File: config.mk
export PLATFORM = sky130hd
export DESIGN_NAME = miner_dispatch
export DESIGN_NICKNAME = d
export VERILOG_FILES = /design/src/rtl/miner_dispatch.sv
export SDC_FILE = /design/constraint.sdc
export NUM_CORES = 2
export LEC_CHECK = 0
export ABC_CLOCK_PERIOD_IN_PS = 14300
export CAP_MARGIN = 10
export CORE_AREA = 2 2 490 492
export CTS_BUF_LIST = sky130_fd_sc_hd__clkbuf_4 sky130_fd_sc_hd__clkbuf_8
export DETAILED_ROUTE_END_ITERATION = 6
export DIE_AREA = 0 0 492 494
export PLACE_DENSITY = 0.68
export SLEW_MARGIN = 20
export SYNTH_ARGS = -nofsm -noshare
export SYNTH_HDL_FRONTEND = slang
export SYNTH_SLANG_ARGS = --single-unit
File: constraint.sdc
create_clock -name clk -period 14.3 [get_ports clk]
set_input_delay 1.43 -clock clk [delete_from_list [all_inputs] [get_ports clk]]
set_output_delay 1.43 -clock clk [all_outputs]
set_load 0.01 [all_outputs]
File: src/rtl/miner_dispatch.sv
// miner_dispatch: broadcasts nonces to a bank of hashing cores and collects their hits.
// Hits wait in per-core pending registers and drain round-robin into a show-ahead result FIFO.
module miner_dispatch #(
    parameter int NUM_CORES  = 3,
    parameter int FIFO_DEPTH = 4,
    parameter int HASH_W     = 256
) (
    input  logic                        clk,
    input  logic                        rst_n,
    input  logic                        job_load,
    input  logic [31:0]                 job_nonce_start,
    input  logic [7:0]                  zero_bits,
    output logic [31:0]                 next_nonce,
    input  logic [NUM_CORES-1:0]        core_accepted,
    input  logic [NUM_CORES-1:0]        core_valid,
    input  logic [NUM_CORES*HASH_W-1:0] core_hash,
    input  logic [NUM_CORES*32-1:0]     core_nonce,
    output logic                        res_valid,
    input  logic                        res_ready,
    output logic [HASH_W-1:0]           res_hash,
    output logic [31:0]                 res_nonce,
    output logic [7:0]                  drop_count,
    output logic                        nonce_wrapped
);
    localparam int            CW        = (NUM_CORES > 1) ? $clog2(NUM_CORES) : 1;
    localparam int            AW        = $clog2(FIFO_DEPTH);
    localparam logic [AW:0]   DEPTH_L   = (AW+1)'(FIFO_DEPTH);
    localparam logic [CW-1:0] LAST_CORE = CW'(NUM_CORES - 1);

    logic [31:0]          nonce_q, nonce_d;
    logic                 wrap_q, wrap_d;
    logic [7:0]           drop_q, drop_d;
    logic [NUM_CORES-1:0] pend_q, pend_d;
    logic [CW-1:0]        rr_q, rr_d;
    logic [AW:0]          wr_q, wr_d;
    logic [AW:0]          rd_q, rd_d;

    logic [HASH_W-1:0]    pend_hash_q  [NUM_CORES];
    logic [31:0]          pend_nonce_q [NUM_CORES];
    logic [HASH_W-1:0]    fifo_hash_q  [FIFO_DEPTH];
    logic [31:0]          fifo_nonce_q [FIFO_DEPTH];

    logic [HASH_W-1:0]    zmask;
    logic [NUM_CORES-1:0] hit;
    logic [NUM_CORES-1:0] drained;
    logic [NUM_CORES-1:0] capture;
    logic                 grant_vld;
    logic [CW-1:0]        grant_idx;
    logic                 fifo_empty;
    logic                 fifo_full;
    logic                 pop;
    logic                 push_en;
    logic [4:0]           ndrop;
    logic [8:0]           drop_sum;

    // Bits at or above HASH_W-zero_bits must be zero; zero_bits >= HASH_W checks the whole hash.
    always_comb begin
        for (int j = 0; j < HASH_W; j++) begin
            zmask[j] = ((HASH_W - j) <= int'(zero_bits));
        end
    end

    always_comb begin
        for (int i = 0; i < NUM_CORES; i++) begin
            hit[i] = core_valid[i] && !job_load
                     && ((core_hash[i*HASH_W +: HASH_W] & zmask) == '0);
        end
    end

    // Downward scan so the lowest offset from rr_q wins.
    always_comb begin
        int idx;
        idx       = 0;
        grant_vld = 1'b0;
        grant_idx = '0;
        for (int k = NUM_CORES - 1; k >= 0; k--) begin
            idx = int'(rr_q) + k;
            if (idx >= NUM_CORES) begin
                idx = idx - NUM_CORES;
            end
            if (pend_q[idx]) begin
                grant_vld = 1'b1;
                grant_idx = CW'(idx);
            end
        end
    end

    assign fifo_empty = (wr_q == rd_q);
    assign fifo_full  = ((wr_q - rd_q) == DEPTH_L);
    assign pop        = !job_load && !fifo_empty && res_ready;
    assign push_en    = !job_load && grant_vld && (!fifo_full || pop);

    always_comb begin
        for (int i = 0; i < NUM_CORES; i++) begin
            drained[i] = push_en && (grant_idx == CW'(i));
            capture[i] = hit[i] && (!pend_q[i] || drained[i]);
        end
    end

    always_comb begin
        nonce_d  = nonce_q;
        wrap_d   = wrap_q;
        drop_d   = drop_q;
        pend_d   = pend_q;
        rr_d     = rr_q;
        wr_d     = wr_q;
        rd_d     = rd_q;
        ndrop    = '0;
        drop_sum = '0;
        if (job_load) begin
            nonce_d = job_nonce_start;
            wrap_d  = 1'b0;
            drop_d  = '0;
            pend_d  = '0;
            rr_d    = '0;
            wr_d    = '0;
            rd_d    = '0;
        end else begin
            if (|core_accepted) begin
                nonce_d = nonce_q + 32'd1;
                if (nonce_q == 32'hFFFF_FFFF) begin
                    wrap_d = 1'b1;
                end
            end
            for (int i = 0; i < NUM_CORES; i++) begin
                if (drained[i]) begin
                    pend_d[i] = 1'b0;
                end
                if (capture[i]) begin
                    pend_d[i] = 1'b1;
                end else if (hit[i]) begin
                    ndrop = ndrop + 5'd1;
                end
            end
            drop_sum = {1'b0, drop_q} + {4'd0, ndrop};
            drop_d   = drop_sum[8] ? 8'hFF : drop_sum[7:0];
            if (push_en) begin
                wr_d = wr_q + 1'b1;
                rr_d = (grant_idx == LAST_CORE) ? '0 : grant_idx + 1'b1;
            end
            if (pop) begin
                rd_d = rd_q + 1'b1;
            end
        end
    end

    always_ff @(posedge clk or negedge rst_n) begin
        if (!rst_n) begin
            nonce_q <= '0;
            wrap_q  <= 1'b0;
            drop_q  <= '0;
            pend_q  <= '0;
            rr_q    <= '0;
            wr_q    <= '0;
            rd_q    <= '0;
        end else begin
            nonce_q <= nonce_d;
            wrap_q  <= wrap_d;
            drop_q  <= drop_d;
            pend_q  <= pend_d;
            rr_q    <= rr_d;
            wr_q    <= wr_d;
            rd_q    <= rd_d;
        end
    end

    // Payload storage is qualified by pend_q / FIFO pointers, so it needs no reset.
    always_ff @(posedge clk) begin
        for (int i = 0; i < NUM_CORES; i++) begin
            if (capture[i]) begin
                pend_hash_q[i]  <= core_hash[i*HASH_W +: HASH_W];
                pend_nonce_q[i] <= core_nonce[i*32 +: 32];
            end
        end
        if (push_en) begin
            fifo_hash_q[wr_q[AW-1:0]]  <= pend_hash_q[grant_idx];
            fifo_nonce_q[wr_q[AW-1:0]] <= pend_nonce_q[grant_idx];
        end
    end

    assign next_nonce    = nonce_q;
    assign nonce_wrapped = wrap_q;
    assign drop_count    = drop_q;
    assign res_valid     = !fifo_empty;
    assign res_hash      = fifo_empty ? '0 : fifo_hash_q[rd_q[AW-1:0]];
    assign res_nonce     = fifo_empty ? '0 : fifo_nonce_q[rd_q[AW-1:0]];

endmodule
Word level (Yosys, flattened, before mapping)
Memory sizes are Yosys's and may differ from the RTL's.
Index checks and enable logic that the tools add are counted.

word-level totals
  register bits after elaboration = 52
  bits in writable memories = 2016
  bits of input ports = 914
  output and inout bits = 330
  logic and storage cells = 392
  memories kept = 4

memory list
  name          depth  width  rd ports  clocked after memory_dff  write ports  RTL line  text
  fifo_hash_q   4      256    1         0                         1            40        logic [HASH_W-1:0] fifo_hash_q [FIFO_DEPTH];
  pend_hash_q   3      256    1         0                         3            38        logic [HASH_W-1:0] pend_hash_q [NUM_CORES];
  fifo_nonce_q  4      32     1         0                         1            41        logic [31:0] fifo_nonce_q [FIFO_DEPTH];
  pend_nonce_q  3      32     1         0                         3            39        logic [31:0] pend_nonce_q [NUM_CORES];

cells by class
  add/sub/neg operators = 13
  $lt $le $gt $ge = 261
  equality and inequality tests = 5
  muxes and demuxes = 58
  bitwise operators = 3
  reduce and logical (&&, ||, !) cells = 39

operators by type and width
  cell                     number
  $le A8 B8 Y1 const A     128
  $and A256 B256 Y256      3
  $logic_not A256 Y1       3
  $le A7 B8 Y1 const A     64
  $le A6 B8 Y1 const A     32
  $mux W256                1
  $mux W32                 6
  $le A5 B8 Y1 const A     16
  $lt A32 B4 Y1 const B    3
  $le A4 B8 Y1 const A     8
  $mux W5                  7
  $add A32 B1 Y32 const B  1
  $eq A32 B32 Y1 const B   1
  $le A3 B8 Y1 const A     4
  $mux W1                  28
  $le A2 B8 Y1 const A     2
  $logic_and A1 B1 Y1      16
  $mux W8                  2
  $mux W3                  5
  $mux W2                  6
  $add A5 B1 Y5 const B    2
  $add A8 B5 Y9            1
  $reduce_bool A3 Y1       3
  $le A1 B8 Y1 const A     1
  20 further kinds         36

Depth between registers and ports, before layout
  depth after elaboration = 27
  depth in mapped cells = 27
  depth with buffers taken out = 23

Worst setup path before layout
Ideal clock, no wire load.

  path type = input -> register
  start point = input zero_bits[7]
  end point = memory pend_hash_q[0][0], enable pin
  setup time = 946 ps
  arrival = 15735 ps
  required time = 13354 ps
  setup slack = -2381 ps
  stages on the path = 14
  path buffers = 5
  path through = buf_2 > buf_2 > inv_1 > buf_2 > clkbuf_1 > clkbuf_1 > o221ai_1 > a22oi_1 > o221ai_1 > nor4_1 > nand4_1 > nor3_1 > nand2_1 > nor2_1

RTL lines
  element             RTL line  text
  start: declaration  12        input logic [7:0] zero_bits,
  end: declaration    38

==> run summary <==
=========================================================================================
Synth Instances                                                                      5227
Inst Count DP                                                                        9496
Routed vias                                                                         63600
Number of library cell types mapped by synthesis                                       96
Nature of the critical path endpoint                                            flip-flop
Post-CTS Setup Bufs                                                                     0
Std cell rows                                                                         179
Final routed wire length divided by cell count                               49.4 microns
Count of state elements after synthesis                                              2068
HPWL after detailed placement                                                      397 mm
Endpoint required time on the critical path                                      15010 ps
Skew-Pair Late Insertion Delay                                                    1190 ps
Largest stage delay on the critical path                                           960 ps
Effective utilization at floorplan                                                  0.356
CTS hold repair buffers                                                                 0
Via density per instance                                                             6.23
Reg clk slew, reported paths                                                        60 ps
Cell Chain, Critical Path                                                    buf_2, buf_4, buf_4, nand4b_1, o221ai_1, a222oi_1, nand3_1, a2111o_1, or4_4, nor4_4, and3_4, buf_12
Maximum achievable frequency                                                      123 MHz
Violations in the final reports                                              design-rule violations
Largest net degree at the start of global routing                                     122
Total global routing overflow                                                           0
CP max FO                                                                             104
Resize count post-CTS                                                                   0
RSZ-0062 raised after global routing                                                   no
Number of clock sinks                                                                2068
Most common cell after layout, fill and taps aside                           sky130_fd_sc_hd__edfxtp_1
Max transition margin                                                              0.0663
Proportion of register bits with asynchronous set or reset after synthesis         0.0251
Final worst hold slack                                                             453 ps
Fraction of final layout cells with drive strength greater than 1                   0.153
Critical-path top delay cell                                                 sky130_fd_sc_hd__nand4b_1
Number of input and output port buffers inserted                                     1243
Layout Nets                                                                          7612
TritonCTS Buffers                                                                     351
Area added between synthesis and finish                                             27.9%
Minimum period implied by the final worst setup slack                             8110 ps
CP Buf/Inv Count                                                                        4
Post-Synthesis Mean Instance Area                                              16.2 sq um
Count of TritonRoute iterations in the first routing pass                               7
Total Routed Length                                                                503 mm
Clock tree skew after final layout                                                 104 ps
Clock tree root driver cell                                                  sky130_fd_sc_hd__clkbuf_8
DIE AREA                                                                     243000 sq um
DRC violations left                                                                     2
Nature of the critical path startpoint                                       primary input
Worst setup path category                                                    primary input to flip-flop
Global-route wire length before repair                                             629 mm
Crit-path most repeated cell                                                 sky130_fd_sc_hd__buf_4
Status                                                                       finished with violations
Slew at the pin with the worst max-slew slack                                     1400 ps
Commonest register cell after synthesis                                      sky130_fd_sc_hd__edfxtp_1
I/O pin count                                                                        1244
Kind of cell adding the most delay to the critical path                      simple AND/OR/NAND/NOR gates
Height of the die                                                             494 microns
1st-iter DRT viols                                                                  10400
Worst Hold Class                                                             primary input to async pin
Fin Setup TNS                                                                        0 ps
Non-filler cells in the finished layout                                             10200
CTS tree                                                                            built
Warnings, synthesis                                                                     0
Clock buffer depth                                                                      4
H-tree level count                                                                      5
Initial antenna violation count                                                       190
Period Utilization, post-route                                                      0.567
Static Leak                                                                       35.4 nW
Area inside the core boundary                                                237000 sq um
Total track usage                                                                   0.404
Antenna Violating Nets Remaining                                                        0
Post-Syn Area                                                                 84600 sq um
Top library cells by usage in the layout, fill and taps aside                sky130_fd_sc_hd__edfxtp_1, sky130_fd_sc_hd__clkdlybuf4s50_1, sky130_fd_sc_hd__nand2_1, sky130_fd_sc_hd__a22oi_1, sky130_fd_sc_hd__clkbuf_8
Sequential cell area fraction in the yosys report                                   0.731
Count of maximum capacitance violations                                                 0
VDD IR max                                                                        75.9 uV
DIE WIDTH                                                                     492 microns
Vias in the first global route                                                      59600
Overall power consumption                                                         13.0 mW
Final Max Slew Viols                                                                    0
Routability Congestion                                                               1.07
Power density normalized to cell area                                         120 nW/um^2
Number of enable-type register cells in the synthesized netlist                      2016
Hold Vio Cnt, Final                                                                     0
Final setup violation count                                                             0
Nets in the synthesized netlist                                                      6157
Data arrival time of the critical path                                            8820 ps
=========================================================================================
layout make-up:
class                   count  area, sq um
diodes                     93          233
well taps                3167         3960
clock buffers             467         5710
clock inverters           142         1000
multi-input cells        2814        21500
fillers                 20800       129000
repair buffers           1412        13800
inverters                  35          131
flip-flops and latches   2068        61800
cells by family (layout without fill, tap and decap cells):
kind of cell	after synthesis	in the layout	synth area share
AOI/OAI and AO/OA	1021	1021	0.0857
other	0	93	0
buffers and inverters	345	2056	0.0166
DFF	2068	2068	0.731
and+or+nand+nor	1439	1439	0.0818
adders and majority gates	21	21	0.00305
muxes	293	293	0.0774
xor gates and xnor gates	40	40	0.00414
synthesized netlist by cell type, drive strengths merged (23+ instances only):
library cell	n	share of area
nand3	66	0.0039
nor3	23	0.0016
nand2	779	0.035
dfrtp	52	0.015
edfxtp	2016	0.72
nor2	97	0.0043
a221oi	31	0.0032
a22oi	412	0.037
buf	91	0.0054
a32oi	28	0.0029
a22o	23	0.0024
o21ai	184	0.011
xor2	28	0.0029
a21oi	108	0.0066
o22ai	23	0.0017
mux4	288	0.077
clkbuf	219	0.0097
inv	34	0.0015
and2	295	0.022
nand4	66	0.0050
state kept, by name (all words and copies together) (netlist names):
name,cells
fifo_hash_q,1024
pend_hash_q,768
fifo_nonce_q,128
pend_nonce_q,96
next_nonce,32
drop_count,8
pend_q,3
rd_q,3
wr_q,3
rr_q,2
nonce_wrapped,1
layer usage:
layer | track usage | wire length, microns
met5 | 0 | 745
met4 | 0.259 | 37900
met2 | 0.596 | 219000
met1 | 0.531 | 191000
met3 | 0.104 | 55000
final timing paths:
check	from	slack (ps)	depth (start not counted)	end
setup / recovery	zero_bits[3]	6190	12	pend_hash_q[2][68]
hold / removal	rst_n	450	2	next_nonce[13]
setup reg to reg	rd_q[1]	7480	19	drop_count[2]
hold reg to reg	wr_q[2]	500	1	wr_q[2]
max in group asynchronous	rst_n	13210	2	rd_q[0]
min in group clk	wr_q[2]	500	1	wr_q[2]
power by group:
group	total, mW	internal (mW)	switching (mW)
sequential	6.61	6.60	0.0131
clock	5.26	2.81	2.45
combinational	1.12	0.335	0.781
total	13.0	9.75	3.24
stage by stage:
step                      worst slack, ps  utilization  instance area, sq um
after detailed placement             5330        0.426                101000
after global placement               5280        0.426                101000
after global routing                 6230        0.455                108000
after floorplan                      -940            -                 84600
final                                6190        0.456                108000
after CTS                            6480        0.455                108000
Power figures use the tool's default switching activity.
